`src/rtl/lc3_pkg.sv`:
```
// Shared LC-3 definitions: opcodes, branch FSM states and helpers.
package lc3_pkg;
  localparam logic [3:0] OP_BR = 4'b0000;

  typedef enum logic [1:0] {IDLE, EVAL, RESOLVE} branch_state_t;

  function automatic logic [15:0] sext9(input logic [8:0] v);
    return {{7{v[8]}}, v};
  endfunction
endpackage

```
`src/rtl/branch_resolver_if.sv`:
```
// Handshake/data bundle between the control FSM and the branch resolver.
interface branch_resolver_if;
  logic        Start;
  logic [15:0] IR;
  logic [15:0] PC;
  logic        N, Z, P;
  logic        Clear_Stats;
  logic        Busy;
  logic        Done;
  logic        BEN;
  logic        LD_PC;
  logic [15:0] PC_Target;
  logic [15:0] Branch_Count;
  logic [15:0] Taken_Count;

  modport master (output Start, IR, PC, N, Z, P, Clear_Stats,
                  input  Busy, Done, BEN, LD_PC, PC_Target, Branch_Count, Taken_Count);
  modport slave  (input  Start, IR, PC, N, Z, P, Clear_Stats,
                  output Busy, Done, BEN, LD_PC, PC_Target, Branch_Count, Taken_Count);
endinterface

```
`src/rtl/sat_counter16.sv`:
```
// 16-bit up counter that sticks at all-ones; clear beats increment.
module sat_counter16 (
  input  logic        Clk,
  input  logic        Reset,
  input  logic        Clr,
  input  logic        Inc,
  output logic [15:0] Count
);
  logic [15:0] r_count;

  always_ff @(posedge Clk) begin
    if (Reset || Clr)
      r_count <= '0;
    else if (Inc && (r_count != 16'hFFFF))
      r_count <= r_count + 16'd1;
  end

  assign Count = r_count;
endmodule

```
`src/rtl/branch_resolver.sv`:
```
// LC-3 BR evaluation: snapshot on Start, compute BEN/target, pulse Done (+LD_PC if taken).
module branch_resolver
  import lc3_pkg::*;
(
  input  logic              Clk,
  input  logic              Reset,
  branch_resolver_if.slave  bus
);
  branch_state_t r_state;
  logic [3:0]  r_op;
  logic [2:0]  r_cond;
  logic [8:0]  r_off9;
  logic [15:0] r_pc;
  logic [2:0]  r_nzp;
  logic        r_ben;
  logic [15:0] r_target;
  logic        r_done;
  logic        r_ld_pc;

  logic w_ben;
  logic w_br_inc;
  logic w_tk_inc;

  // cond=111 is unconditional even with no flag set (post-reset CC is 000)
  assign w_ben = (r_op == OP_BR) && ((r_cond == 3'b111) || ((r_cond & r_nzp) != 3'b000));

  always_ff @(posedge Clk) begin
    if (Reset) begin
      r_state  <= IDLE;
      r_op     <= '0;
      r_cond   <= '0;
      r_off9   <= '0;
      r_pc     <= '0;
      r_nzp    <= '0;
      r_ben    <= 1'b0;
      r_target <= '0;
      r_done   <= 1'b0;
      r_ld_pc  <= 1'b0;
    end else begin
      case (r_state)
        IDLE: begin
          r_done  <= 1'b0;
          r_ld_pc <= 1'b0;
          if (bus.Start) begin
            r_op    <= bus.IR[15:12];
            r_cond  <= bus.IR[11:9];
            r_off9  <= bus.IR[8:0];
            r_pc    <= bus.PC;
            r_nzp   <= {bus.N, bus.Z, bus.P};
            r_state <= EVAL;
          end
        end
        EVAL: begin
          r_ben    <= w_ben;
          r_target <= r_pc + sext9(r_off9);
          // Done/LD_PC registered on entry so they are high exactly while in RESOLVE
          r_done   <= 1'b1;
          r_ld_pc  <= w_ben;
          r_state  <= RESOLVE;
        end
        RESOLVE: begin
          r_done  <= 1'b0;
          r_ld_pc <= 1'b0;
          r_state <= IDLE;
        end
        default: r_state <= IDLE;
      endcase
    end
  end

  assign w_br_inc = (r_state == RESOLVE) && (r_op == OP_BR);
  assign w_tk_inc = (r_state == RESOLVE) && r_ben;

  sat_counter16 u_branch (
    .Clk   (Clk),
    .Reset (Reset),
    .Clr   (bus.Clear_Stats),
    .Inc   (w_br_inc),
    .Count (bus.Branch_Count)
  );

  sat_counter16 u_taken (
    .Clk   (Clk),
    .Reset (Reset),
    .Clr   (bus.Clear_Stats),
    .Inc   (w_tk_inc),
    .Count (bus.Taken_Count)
  );

  assign bus.Busy      = (r_state != IDLE);
  assign bus.Done      = r_done;
  assign bus.LD_PC     = r_ld_pc;
  assign bus.BEN       = r_ben;
  assign bus.PC_Target = r_target;
endmodule

```
`src/flat_wrapper.sv`:
```
// flat-port wrapper written by rule: the top's interface ports become plain ports
module branch_resolver_flat import lc3_pkg::*;
  (Clk, Reset, bus_Start, bus_IR, bus_PC, bus_N, bus_Z, bus_P, bus_Clear_Stats, bus_Busy, bus_Done, bus_BEN, bus_LD_PC, bus_PC_Target, bus_Branch_Count, bus_Taken_Count);
  branch_resolver_if bus_i ();
  input  logic Clk;
  input  logic Reset;
  input wire logic [$bits(bus_i.Start)-1:0] bus_Start;
  input wire logic [$bits(bus_i.IR)-1:0] bus_IR;
  input wire logic [$bits(bus_i.PC)-1:0] bus_PC;
  input wire logic [$bits(bus_i.N)-1:0] bus_N;
  input wire logic [$bits(bus_i.Z)-1:0] bus_Z;
  input wire logic [$bits(bus_i.P)-1:0] bus_P;
  input wire logic [$bits(bus_i.Clear_Stats)-1:0] bus_Clear_Stats;
  output wire logic [$bits(bus_i.Busy)-1:0] bus_Busy;
  output wire logic [$bits(bus_i.Done)-1:0] bus_Done;
  output wire logic [$bits(bus_i.BEN)-1:0] bus_BEN;
  output wire logic [$bits(bus_i.LD_PC)-1:0] bus_LD_PC;
  output wire logic [$bits(bus_i.PC_Target)-1:0] bus_PC_Target;
  output wire logic [$bits(bus_i.Branch_Count)-1:0] bus_Branch_Count;
  output wire logic [$bits(bus_i.Taken_Count)-1:0] bus_Taken_Count;
  assign bus_i.Start = bus_Start;
  assign bus_i.IR = bus_IR;
  assign bus_i.PC = bus_PC;
  assign bus_i.N = bus_N;
  assign bus_i.Z = bus_Z;
  assign bus_i.P = bus_P;
  assign bus_i.Clear_Stats = bus_Clear_Stats;
  assign bus_Busy = bus_i.Busy;
  assign bus_Done = bus_i.Done;
  assign bus_BEN = bus_i.BEN;
  assign bus_LD_PC = bus_i.LD_PC;
  assign bus_PC_Target = bus_i.PC_Target;
  assign bus_Branch_Count = bus_i.Branch_Count;
  assign bus_Taken_Count = bus_i.Taken_Count;
  branch_resolver u_core (.Clk(Clk), .Reset(Reset), .bus(bus_i));
endmodule
```
`config.mk`:
```
export PLATFORM = sky130hd
export DESIGN_NAME = branch_resolver_flat
export DESIGN_NICKNAME = d
export VERILOG_FILES = /design/src/rtl/lc3_pkg.sv /design/src/rtl/branch_resolver_if.sv /design/src/rtl/sat_counter16.sv /design/src/rtl/branch_resolver.sv /design/src/flat_wrapper.sv
export SDC_FILE = /design/constraint.sdc
export NUM_CORES = 1
export LEC_CHECK = 0
export BUFFER_PORTS_ARGS = -buffer_cell sky130_fd_sc_hd__clkbuf_2
export CORE_MARGIN = 2
export CORE_UTILIZATION = 55
export DETAILED_ROUTE_END_ITERATION = 6
export HOLD_SLACK_MARGIN = 0.06
export PLACE_DENSITY = 0.87
export SYNTH_ARGS = -nofsm -noshare
export SYNTH_HDL_FRONTEND = slang
export SYNTH_SLANG_ARGS = --single-unit
```
`constraint.sdc`:
```
create_clock -name Clk -period 4.1 [get_ports Clk]
set_input_delay 0 -clock Clk [delete_from_list [all_inputs] [get_ports Clk]]
set_output_delay 0 -clock Clk [all_outputs]
set_load 0.05 [all_outputs]
```
==> impl_results.md <==
* Run status: finished, final reports clean
* Data arrival, critical path at 2.50 ns
* Setup repair bufs after CTS at 0
* Xor/xnor cell area share of the yosys netlist at 7.85%
* Clk pin slew, worst setup/hold paths at 0.09 ns
* Detail-routed via count per cell at 5.49
* Detailed-route via count at 3909
* Maximum fanout along the worst path at 3
* Routed WL at 10300 um
* Kind of start point of the critical path: flip-flop
* Combined area of all synthesized cells at 4130 um^2
* Initial core utilization at 56.9%
* Number of nets with antenna violations after routing at 0
* Time the worst path needs with I/O delays and setup at 2.26 ns
* Hold Crit Class: primary input to flip-flop
* Mux cell area share after synthesis at 0.970%
* Asr flop ratio synth at 0%
* Max Cap Violations at 0
* Synth area leader: sky130_fd_sc_hd__dfxtp_1
* Synth warnings at 0
* Fraction of the mapped netlist area in simple logic gates at 25.3%
* Clock insertion delay at the later pin of the skew report at 0.35 ns
* Total of endpoints with negative setup slack in the final report at 0
* Post-synthesis share of cell area spent on full adders, half adders and majority gates at 5.64%
* Most frequent standard cell in the layout excluding fill and tap cells: sky130_fd_sc_hd__nand2_1
* Count of flip-flops with a built-in enable after synthesis at 0
* Wire length per cell at 14.5 um
* Number of buffers created by CTS at 9
* Distinct cells, synth at 52
* Part of the Yosys area used for sequential elements at 42.7%
* Unrepaired setup endpoints after global routing: no
* Worst Path Class, Setup: flip-flop to flip-flop
* Horizontal die dimension at 90.6 um
* Average cell area after synthesis at 8.37 um^2
* Timing-limited maximum frequency at 442 MHz
* Max-slew headroom at the worst pin at 20.2%
* Post-route DRC at 0
* Post-DP HPWL at 7010 um
* Post-Synthesis Net Count at 550
* Final Slew Violations at 0
* Maximum vdd ir drop at 0.253 mV
* First-pass GRT wire length at 17300 um
* Leading cell types in the layout, fill and taps excluded: 100 x sky130_fd_sc_hd__nand2_1, 90 x sky130_fd_sc_hd__clkbuf_2, 88 x sky130_fd_sc_hd__dfxtp_1
* Largest family of logic cells by synthesized area: simple AND/OR/NAND/NOR gates
* Total design power at 1.82 mW
* Row cnt at 31
* Io pins at 91
* Number of clock sinks at 88
* Die Ht at 90.6 um
* Final period util at 55.2%
* Number of global-route vias before repair at 3831
* Yosys reg bits at 88
* Clk_skew at 0.0110 ns
* Detailed-routing iteration count for the pre-antenna-repair pass at 4
* Global placement routability congestion at 0.870
* Primary FF master, synth: sky130_fd_sc_hd__dfxtp_1
* CTS H-tree depth at 3
* TNS Setup at 0 ns
* Transition at the pin with the smallest max-transition slack at 1.20 ns
* Post-layout utilization of the core at 71.6%
* Layout net count at 665
* Ratio of cells with drive above 1 in the final layout at 19.7%
* Fraction of synthesized cell area taken by the top area cell type at 42.7%
* Core region area at 7250 um^2
* Synthesis-to-finish area growth at 25.9%
* Grt total ovfl at 0
* Die footprint at 8210 um^2
* Category of the worst setup path capture point: flip-flop
* Root Buffer Master: sky130_fd_sc_hd__clkbuf_8
* Iteration-0 DRC count of the detailed router at 167
* Clock Tree Buf Depth at 2
* Gr usage total at 25.5%
* Required time reported for the critical path endpoint at 4.34 ns
* Post-CTS Hold Fix Bufs at 35
* Number of antenna violations at the first check in global routing at 0
* Area fraction in compound gates after synthesis at 14.7%
* PostCTS Resize Cnt at 0
* Cell area power density at 350 nW/um^2
* Number of diodes at 0
* Leak at 2.25 nW
* Number of standard cells after synthesis at 493
* Final hold violation count at 0
* Cells taking the most area after synthesis: sky130_fd_sc_hd__dfxtp_1 43%, sky130_fd_sc_hd__nand2_1 9.1%, sky130_fd_sc_hd__a21oi_1 6.3%, sky130_fd_sc_hd__ha_1 5.2%, sky130_fd_sc_hd__xor2_1 4.9%
* Clock tree from TritonCTS: done
* Largest net degree at the start of global routing at 54
* Input/output buffers at 90
==> layer usage <==
layer,vias to the layer above,wire [um],global-route usage [%],share of wire [%]
met5,-,0,0,0
met4,0,232,10.6,2.3
met3,22,549,4.51,5.3
met2,128,5130,45.5,50
met1,1819,4380,29.9,43
li1,1940,-,-,-
==> power breakdown <==
part | switching (mW) | leakage, nW | internal (mW)
clock network | 0.304 | 0.107 | 0.363
logic | 0.152 | 1.43 | 0.0944
registers | 0.0226 | 0.716 | 0.885
total | 0.478 | 2.25 | 1.34
==> sequential cells by signal, indices dropped and copies added (netlist names), 2 cells and up <==
name	count
u_core.bus.PC_Target	16
u_core.r_pc	16
u_core.r_cond	3
u_core.r_state	2
u_core.r_off9	9
u_core.u_taken.Count	16
u_core.r_op	4
u_core.r_nzp	3
u_core.u_branch.Count	16
==> worst max-delay path: stages (launching register included) <==
cell                      delay (ns)
sky130_fd_sc_hd__dfxtp_1        0.33
sky130_fd_sc_hd__ha_1           0.25
sky130_fd_sc_hd__fa_1           0.42
sky130_fd_sc_hd__a21o_2         0.24
sky130_fd_sc_hd__nand4_1        0.11
sky130_fd_sc_hd__a21oi_1        0.12
sky130_fd_sc_hd__nor4b_1        0.44
sky130_fd_sc_hd__or4_1          0.18
sky130_fd_sc_hd__nand3_1        0.07
==> stage by stage <==
stage               instance area [um^2]  std cells  hold slack (ns)  worst slack, ns
floorplan                           4130        493            0.136             2.11
global placement                    4620        661            0.223             2.01
detailed placement                  4620        661            0.230             1.92
CTS                                 5200        712            0.326             1.88
global route                        5200        712            0.380             1.66
finish                              5200        712            0.324             1.84
==> path summary, 6_finish.rpt <==
| path | to | cells after the start | slack, ns | start |
|---|---|---|---|---|
| hold / removal | u_core.u_taken.Count[15] | 3 | 0.32 | bus_Clear_Stats |
| setup reg to reg | u_core.bus.PC_Target[14] | 8 | 1.84 | u_core.r_pc[0] |
| setup / recovery | u_core.bus.PC_Target[14] | 8 | 1.84 | u_core.r_pc[0] |
| hold reg to reg | u_core.bus.PC_Target[1] | 2 | 0.46 | u_core.bus.PC_Target[1] |
==> synthesized netlist by cell type, types with 2 or more instances <==
master,n
sky130_fd_sc_hd__nand2_1,100
sky130_fd_sc_hd__dfxtp_1,88
sky130_fd_sc_hd__a21oi_1,52
sky130_fd_sc_hd__nor2_1,44
sky130_fd_sc_hd__xor2_1,23
sky130_fd_sc_hd__nand3_1,22
sky130_fd_sc_hd__clkbuf_1,20
sky130_fd_sc_hd__ha_1,17
sky130_fd_sc_hd__nand4_1,14
sky130_fd_sc_hd__xnor2_1,14
sky130_fd_sc_hd__inv_1,9
sky130_fd_sc_hd__a21o_1,7
sky130_fd_sc_hd__o21ai_0,7
sky130_fd_sc_hd__and3_1,6
sky130_fd_sc_hd__a31oi_1,5
sky130_fd_sc_hd__nor3_1,5
sky130_fd_sc_hd__a211oi_1,4
sky130_fd_sc_hd__and4_1,4
sky130_fd_sc_hd__mux2i_1,4
sky130_fd_sc_hd__nor2b_1,3
sky130_fd_sc_hd__nor4_1,3
sky130_fd_sc_hd__o21bai_1,3
sky130_fd_sc_hd__a211oi_2,2
sky130_fd_sc_hd__a41oi_2,2
sky130_fd_sc_hd__buf_2,2
sky130_fd_sc_hd__nand2b_1,2
sky130_fd_sc_hd__nand3b_1,2
sky130_fd_sc_hd__nor3_2,2
sky130_fd_sc_hd__nor3b_1,2
sky130_fd_sc_hd__o21ai_2,2
sky130_fd_sc_hd__or2_2,2
==> layout make-up <==
cell class	instances	area (um^2)
Clock buffer	12	145
Clock inverter	4	76.3
Fill cell	572	2060
Inverter	9	33.8
Multi-Input combinational cell	374	2250
Sequential cell	88	1760
Tap cell	99	124
Timing Repair Buffer	126	808
==> cell families (layout without fill, tap and decap cells) <==
logic type	Yosys count	after routing
multiplexers	4	4
AO/OA/AOI/OAI	95	95
XOR/XNOR	37	37
flip-flops	88	88
AND/OR/NAND/NOR	220	220
adder cells (fa/ha/maj)	18	18
buffers and inverters	31	151
(Power assumes the default switching activity.)
